==> config.mk <==
export PLATFORM = sky130hd
export DESIGN_NAME = route_demux
export DESIGN_NICKNAME = d
export VERILOG_FILES = /design/src/rtl/route_demux.sv
export SDC_FILE = /design/constraint.sdc
export NUM_CORES = 1
export LEC_CHECK = 0
export CORE_AREA = 3 3 40 42
export DETAILED_ROUTE_END_ITERATION = 7
export DIE_AREA = 0 0 43 45
export PLACE_DENSITY = 0.84
export SYNTH_ARGS = -nofsm -noshare
export SYNTH_HDL_FRONTEND = slang
export SYNTH_SLANG_ARGS = --single-unit
==> constraint.sdc <==
create_clock -name CLK -period 3.6 [get_ports CLK]
set_clock_uncertainty 0.2 [all_clocks]
set_input_delay 0.9 -clock CLK [delete_from_list [all_inputs] [get_ports CLK]]
set_output_delay 0.9 -clock CLK [all_outputs]
set_load 0.01 [all_outputs]
==> src/rtl/route_demux.sv <==
// Registered 1-to-2 routing demultiplexer: steers a valid/ready stream to O0 or O1
// through a shared FIFO; route select is reloaded via a 2-bit serial config chain.
`timescale 1ns/1ps

module route_demux #(
  parameter int WIDTH      = 1,
  parameter bit FASM_DEMUX = 1'b0,
  parameter int DEPTH      = 2
) (
  input  logic             CLK,
  input  logic             RST_N,
  input  logic [WIDTH-1:0] I,
  input  logic             I_VALID,
  output logic             I_READY,
  output logic [WIDTH-1:0] O0,
  output logic             O0_VALID,
  input  logic             O0_READY,
  output logic [WIDTH-1:0] O1,
  output logic             O1_VALID,
  input  logic             O1_READY,
  input  logic             CFG_EN,
  input  logic             CFG_DIN,
  output logic             CFG_DOUT,
  output logic             SEL
);

  localparam int CW = $clog2(DEPTH + 1);
  localparam int PW = (DEPTH > 1) ? $clog2(DEPTH) : 1;

  typedef enum logic [1:0] {
    RUN    = 2'd0,
    DRAIN  = 2'd1,
    COMMIT = 2'd2
  } state_t;

  state_t           state, state_next;
  logic [WIDTH-1:0] data_mem [DEPTH];
  logic             tag_mem  [DEPTH];
  logic [PW-1:0]    rd_ptr, wr_ptr;
  logic [CW-1:0]    count;
  logic [1:0]       shadow;
  logic             sel_q;
  logic             push, pop, empty, commit;
  logic             head_tag;
  logic [WIDTH-1:0] head_data;

  function automatic logic [PW-1:0] ptr_inc(input logic [PW-1:0] p);
    return (p == PW'(DEPTH - 1)) ? '0 : p + 1'b1;
  endfunction

  assign empty     = (count == '0);
  assign head_data = data_mem[rd_ptr];
  assign head_tag  = tag_mem[rd_ptr];
  assign push      = I_VALID && I_READY;
  // Only the destination named by the head tag can pop; the other READY is ignored.
  assign pop       = !empty && (head_tag ? O1_READY : O0_READY);

  // NOTE: the FIFO storage has no reset; every output is gated by count, so stale
  // entries are never visible and the array maps onto plain flops/LUT-RAM.
  always_ff @(posedge CLK) begin
    if (push) begin
      data_mem[wr_ptr] <= I;
      tag_mem[wr_ptr]  <= sel_q;
    end
  end

  // NOTE: all sequential state uses non-blocking assignments so every register
  // samples the pre-edge values of the others.
  always_ff @(posedge CLK or negedge RST_N) begin
    if (!RST_N) begin
      rd_ptr <= '0;
      wr_ptr <= '0;
      count  <= '0;
    end else begin
      if (push) wr_ptr <= ptr_inc(wr_ptr);
      if (pop)  rd_ptr <= ptr_inc(rd_ptr);
      unique case ({push, pop})
        2'b10:   count <= count + 1'b1;
        2'b01:   count <= count - 1'b1;
        default: count <= count;
      endcase
    end
  end

  always_ff @(posedge CLK or negedge RST_N) begin
    if (!RST_N) state <= RUN;
    else        state <= state_next;
  end

  // NOTE: each always_comb assigns its outputs a default first so no latch is inferred.
  always_comb begin
    state_next = state;
    unique case (state)
      RUN:    if (!CFG_EN && shadow[1]) state_next = DRAIN;
      DRAIN: begin
        if (!shadow[1])  state_next = RUN;     // pending cleared by a shift: abort
        else if (empty)  state_next = COMMIT;
      end
      COMMIT: state_next = RUN;
      default: state_next = RUN;
    endcase
  end

  always_comb begin
    I_READY = 1'b0;
    commit  = 1'b0;
    if (state == RUN && count < CW'(DEPTH)) I_READY = 1'b1;
    if (state == COMMIT)                    commit  = 1'b1;
  end

  // A shift in the commit cycle wins over clearing PENDING.
  always_ff @(posedge CLK or negedge RST_N) begin
    if (!RST_N) begin
      shadow <= {1'b0, FASM_DEMUX};
      sel_q  <= FASM_DEMUX;
    end else begin
      if (CFG_EN)      shadow    <= {CFG_DIN, shadow[1]};
      else if (commit) shadow[1] <= 1'b0;
      if (commit)      sel_q     <= shadow[0];
    end
  end

  always_comb begin
    O0_VALID = !empty && !head_tag;
    O1_VALID = !empty && head_tag;
    O0       = O0_VALID ? head_data : '0;
    O1       = O1_VALID ? head_data : '0;
  end

  assign CFG_DOUT = shadow[0];
  assign SEL      = sel_q;

endmodule
# [Word-level counts from Yosys, hierarchy flattened]
# Memory sizes are Yosys's and may differ from the RTL's.
# Cells that the tools add are included.
[totals] ff_bits=9 n_memories=2 output_inout_bits=7 mem_bits_rw=4
[op_classes] addsub=4 muxes=16 eq_ne=6 reduce_logical=14 order_cmp=1
[mem_list] memory="data_mem" depth=2 word_bits=1 rd=1 rd_ports_with_merged_regs=0 wr=1 line_no="37" text="logic [WIDTH-1:0] data_mem [DEPTH];"
[mem_list] memory="tag_mem" depth=2 word_bits=1 rd=1 rd_ports_with_merged_regs=0 wr=1 line_no="38" text="logic tag_mem [DEPTH];"
[ops] op="1-bit 2-to-1 mux" count=11
[ops] op="2-bit case mux with 2 select lines" count=2
[ops] op="1-bit logical AND" count=6
[ops] op="2-bit 2-to-1 mux" count=3
[ops] op="2-bit by 1-bit equality test with 1-bit output, second input constant" count=2
[ops] op="2-bit equality test, second input constant" count=2
[ops] op="2-bit logical NOT" count=2
[ops] op="2-bit nonzero test" count=2
[ops] op="1-bit logical NOT" count=3
[ops] op="3-bit != test, second input constant" count=1
[ops] op="1-bit adder, second input constant" count=2
[ops] op="2-bit by 1-bit adder with 2-bit output, second input constant" count=1
[ops] op="2-bit < comparator, second input constant" count=1
[ops] op="2-bit != test, second input constant" count=1
[ops] op="2-bit AND reduction" count=1
[ops] op="2-bit by 1-bit subtractor with 2-bit output, second input constant" count=1

# [Longest topological paths before layout]
[depth] word_depth=6 mapped_depth=7 ltp_nobuf=7

# [Worst setup path before layout]
# Ideal clock, no wire load.
[synth_timing] path_type="reg2out" startpoint="register rd_ptr" endpoint="output port O0_VALID" required_time_ns=2.500 stages_incl_launch_ff=3 setup_slack_ns=1.561 t_arrival_ns=0.939 path_cell_list="dfrtp_1 -> mux2i_1 -> nor2b_1"
[synth_between] elab_chain_len=3
[synth_rtl] item="start, declared" line_no="39" text="logic [PW-1:0] rd_ptr, wr_ptr;"
[synth_rtl] item="start signal, assigned" line_no="76" text="if (pop) rd_ptr <= ptr_inc(rd_ptr);"
[synth_rtl] item="memory 2 x 1 bit"
[synth_rtl] item="1-bit logical NOT" line_no="124" text="O0_VALID = !empty && !head_tag;"
[synth_rtl] item="1-bit logical AND" line_no="124"
[synth_rtl] item="end, declared" line_no="16" text="output logic O0_VALID,"
# No other way between the ends.

# [Worst setup path in the final report]
# Ends and elaborated chain as after synthesis.

==> flow_summary.ini <==
[run_status]
status = complete, no violations

[cts]
cts-root-buf = clkbuf_4
postCtsHoldBufs = 0
postCtsResizedCells = 0
tritoncts = yes
clock_path_buffers = 2
h-tree-depth = 1
cts_made_buffers = 3
clk_latency_ns = 0.27
clkSlewWorstSetupHoldPaths_ns = 0.07
clock_sinks = 13
cts_setup_buffers = 0

[pwr]
peakVddDrop_v = 0.000380
net-switching-power_w = 0.000196
power_w = 0.000576
powerDensity_nw_per_um2 = 730
swShare_pct = 34.0
p_clk_share_pct = 15.0
p_leak_nw = 0.331
internal_power_w = 0.000380
p_comb_share_pct = 41.9
seqPwrFrac_pct = 43.1

[detailed_routing]
drt_iter0_drc = 8
via_per_inst = 5.30
post_drt_wl_per_cell_um = 12.9
antenna_left = 0
drt-pass1-iter-count = 4
totalWireLength_um = 1070
route.detailed.drc = 0
vias = 440

[setup_path]
startpoint_type = flop
r2r_start = rd_ptr
reg2reg_to = count[1]
cp.arrival_ns = 1.74
cp_max_fo = 7
worst-setup-path-type = flop to output pin
endpoint_kind = output pin
reg2reg_depth = 6
worst-r2r-setup-slack_ns = 1.61
cp.required_ns = 2.50

[place]
place_congestion = 0.707
placed_cells = 79
dp_slack_ns = 1.05
dpl_cell_area_um2 = 762
dp_hpwl_um = 841
portBuffers = 14

[global_routing]
antenna_found_initial = 0
grt_max_degree = 10
grt_pass1_vias = 443
overflow = 0
grt_pass1_wl_um = 1800
grt.total_usage_pct = 12.8

[logic_synthesis]
syn_inst = 50
synth_nets = 59
synth-seq-cells = 13
yosysUniqueCellTypes = 26
netlist_area_um2 = 603
ys_seq_area_share_pct = 57.3
yosysWarnings = 0
avgSynthCellArea_um2 = 12.1

[die]
coreArea_um2 = 1280
die-width_um = 43
initial_core_util_pct = 46.9
rows = 13
die_y_um = 45
io_pins = 15
die-area_um2 = 1940

[timing]
slew_viol_final = 0
period_minus_slack_ns = 2.84
setup_viol = 0
tightest_slew_ns = 0.390
rsz0062_at_grt = no
fin_ws_ns = 0.755
hold_viol_final = 0
fin_crit_sh_pct = 79.0
timing.setup.tns_ns = 0
max_slew_margin_pct = 73.9
fmax_mhz = 352

[final_layout]
area_growth_pct = 30.7
layout.nets = 78
fin_cells = 83
final_area_um2 = 788
final_common_cell = clkdlybuf4s50_1
antenna-diode-count = 0
final_layout_size_suffix_gt1_share_pct = 10.3
final_cell_mix = clkdlybuf4s50_1 (14), dfrtp_1 (9), nor2_1 (6)

[hold_path]
hold_path_class = flop to flop
hold_depth = 1
min_from = wr_ptr
hold_end = wr_ptr

[job]
cap_violations = 0
[cells in the mapped netlist]
master,count,area [um^2]
dfrtp_1,9,225
nor2_1,6,22.5
edfxtp_1,4,120
mux2i_1,4,40.0
o21ai_0,3,15.0
xnor2_1,3,26.3
nand2_1,2,7.51
a21oi_1,1,5.00
a32oi_1,1,8.76
and3_1,1,6.26
and3b_1,1,8.76
and4b_1,1,10.0
ha_1,1,12.5
inv_1,1,3.75
mux2_1,1,11.3
mux2_2,1,11.3
nand2_2,1,6.26
nand2b_1,1,6.26
nand3_1,1,5.00
nand3b_1,1,7.51
nor2_2,1,6.26
nor2b_1,1,6.26
nor3_2,1,10.0
o21ai_1,1,5.00
o31ai_1,1,7.51
xor2_1,1,8.76
[sequential cells by signal (all words and copies together), names as in the netlist]
| register | cells |
|---|---|
| tag_mem | 2 |
| SEL | 1 |
| count | 2 |
| state | 2 |
| shadow | 2 |
| rd_ptr | 1 |
| wr_ptr | 1 |
| data_mem | 2 |
[routing by layer]
metal | GRT usage [%] | wire [um] | vias to the layer above
li1 | - | - | 216
met1 | 14.5 | 417 | 206
met2 | 22.5 | 548 | 15
met3 | 1.20 | 72 | 3
met4 | 9.64 | 31 | 0
met5 | 0 | 0 | -
[logic make-up (layout without fill, tap and decap cells)]
group / Yosys count / after routing / synth area share (%)
and+or+nand+nor: 18 / 18 / 17.0
DFF: 13 / 13 / 57.3
AOI/OAI and AO/OA: 7 / 7 / 6.84
muxes: 6 / 6 / 10.4
xor gates and xnor gates: 4 / 4 / 5.81
adders and majority gates: 1 / 1 / 2.07
buffers and inverters: 1 / 19 / 0.622
[critical path, cell delays in order, from the launching register on]
cell             delay, ns
dfrtp_1               0.46
mux2i_1               0.31
nor2b_1               0.16
clkdlybuf4s50_1       0.54
[power by group through the flow]
stage                      clock, W  sequential, W  combinational (W)
after floorplan                   0       0.000244           0.000143
after global placement            0       0.000248           0.000236
after detailed placement          0       0.000251           0.000243
after CTS                 0.0000916       0.000248           0.000245
after global routing      0.0000988       0.000256           0.000263
final                     0.0000865       0.000248           0.000241
[cell type report]
class | instances | area (um^2)
flip-flops and latches | 13 | 345
repair buffers | 14 | 140
clock buffers | 4 | 26.3
inverters | 1 | 3.75
well taps | 15 | 18.8
multi-input cells | 36 | 254
fillers | 107 | 497
[metrics by stage]
step	util, %	hold WS [ns]
final	61.3	0.305
after global routing	61.3	0.328
after CTS	61.3	0.311
after detailed placement	59.3	0.296
after global placement	59.3	0.276
after floorplan	-	0.259
[how the worst max path moves through the flow]
| stage | from | endpoint | slack, ns | cells past startpoint |
|---|---|---|---|---|
| floorplan | rd_ptr | O0_VALID | 1.56 | 2 |
| global placement | rd_ptr | O0_VALID | 1.09 | 3 |
| detailed placement | rd_ptr | O0_VALID | 1.05 | 3 |
| CTS | rd_ptr | O0_VALID | 0.74 | 3 |
| global route | rd_ptr | O0_VALID | 0.63 | 3 |
| finish | rd_ptr | O0_VALID | 0.76 | 3 |
Note: power is estimated with default switching activity, not from simulation.
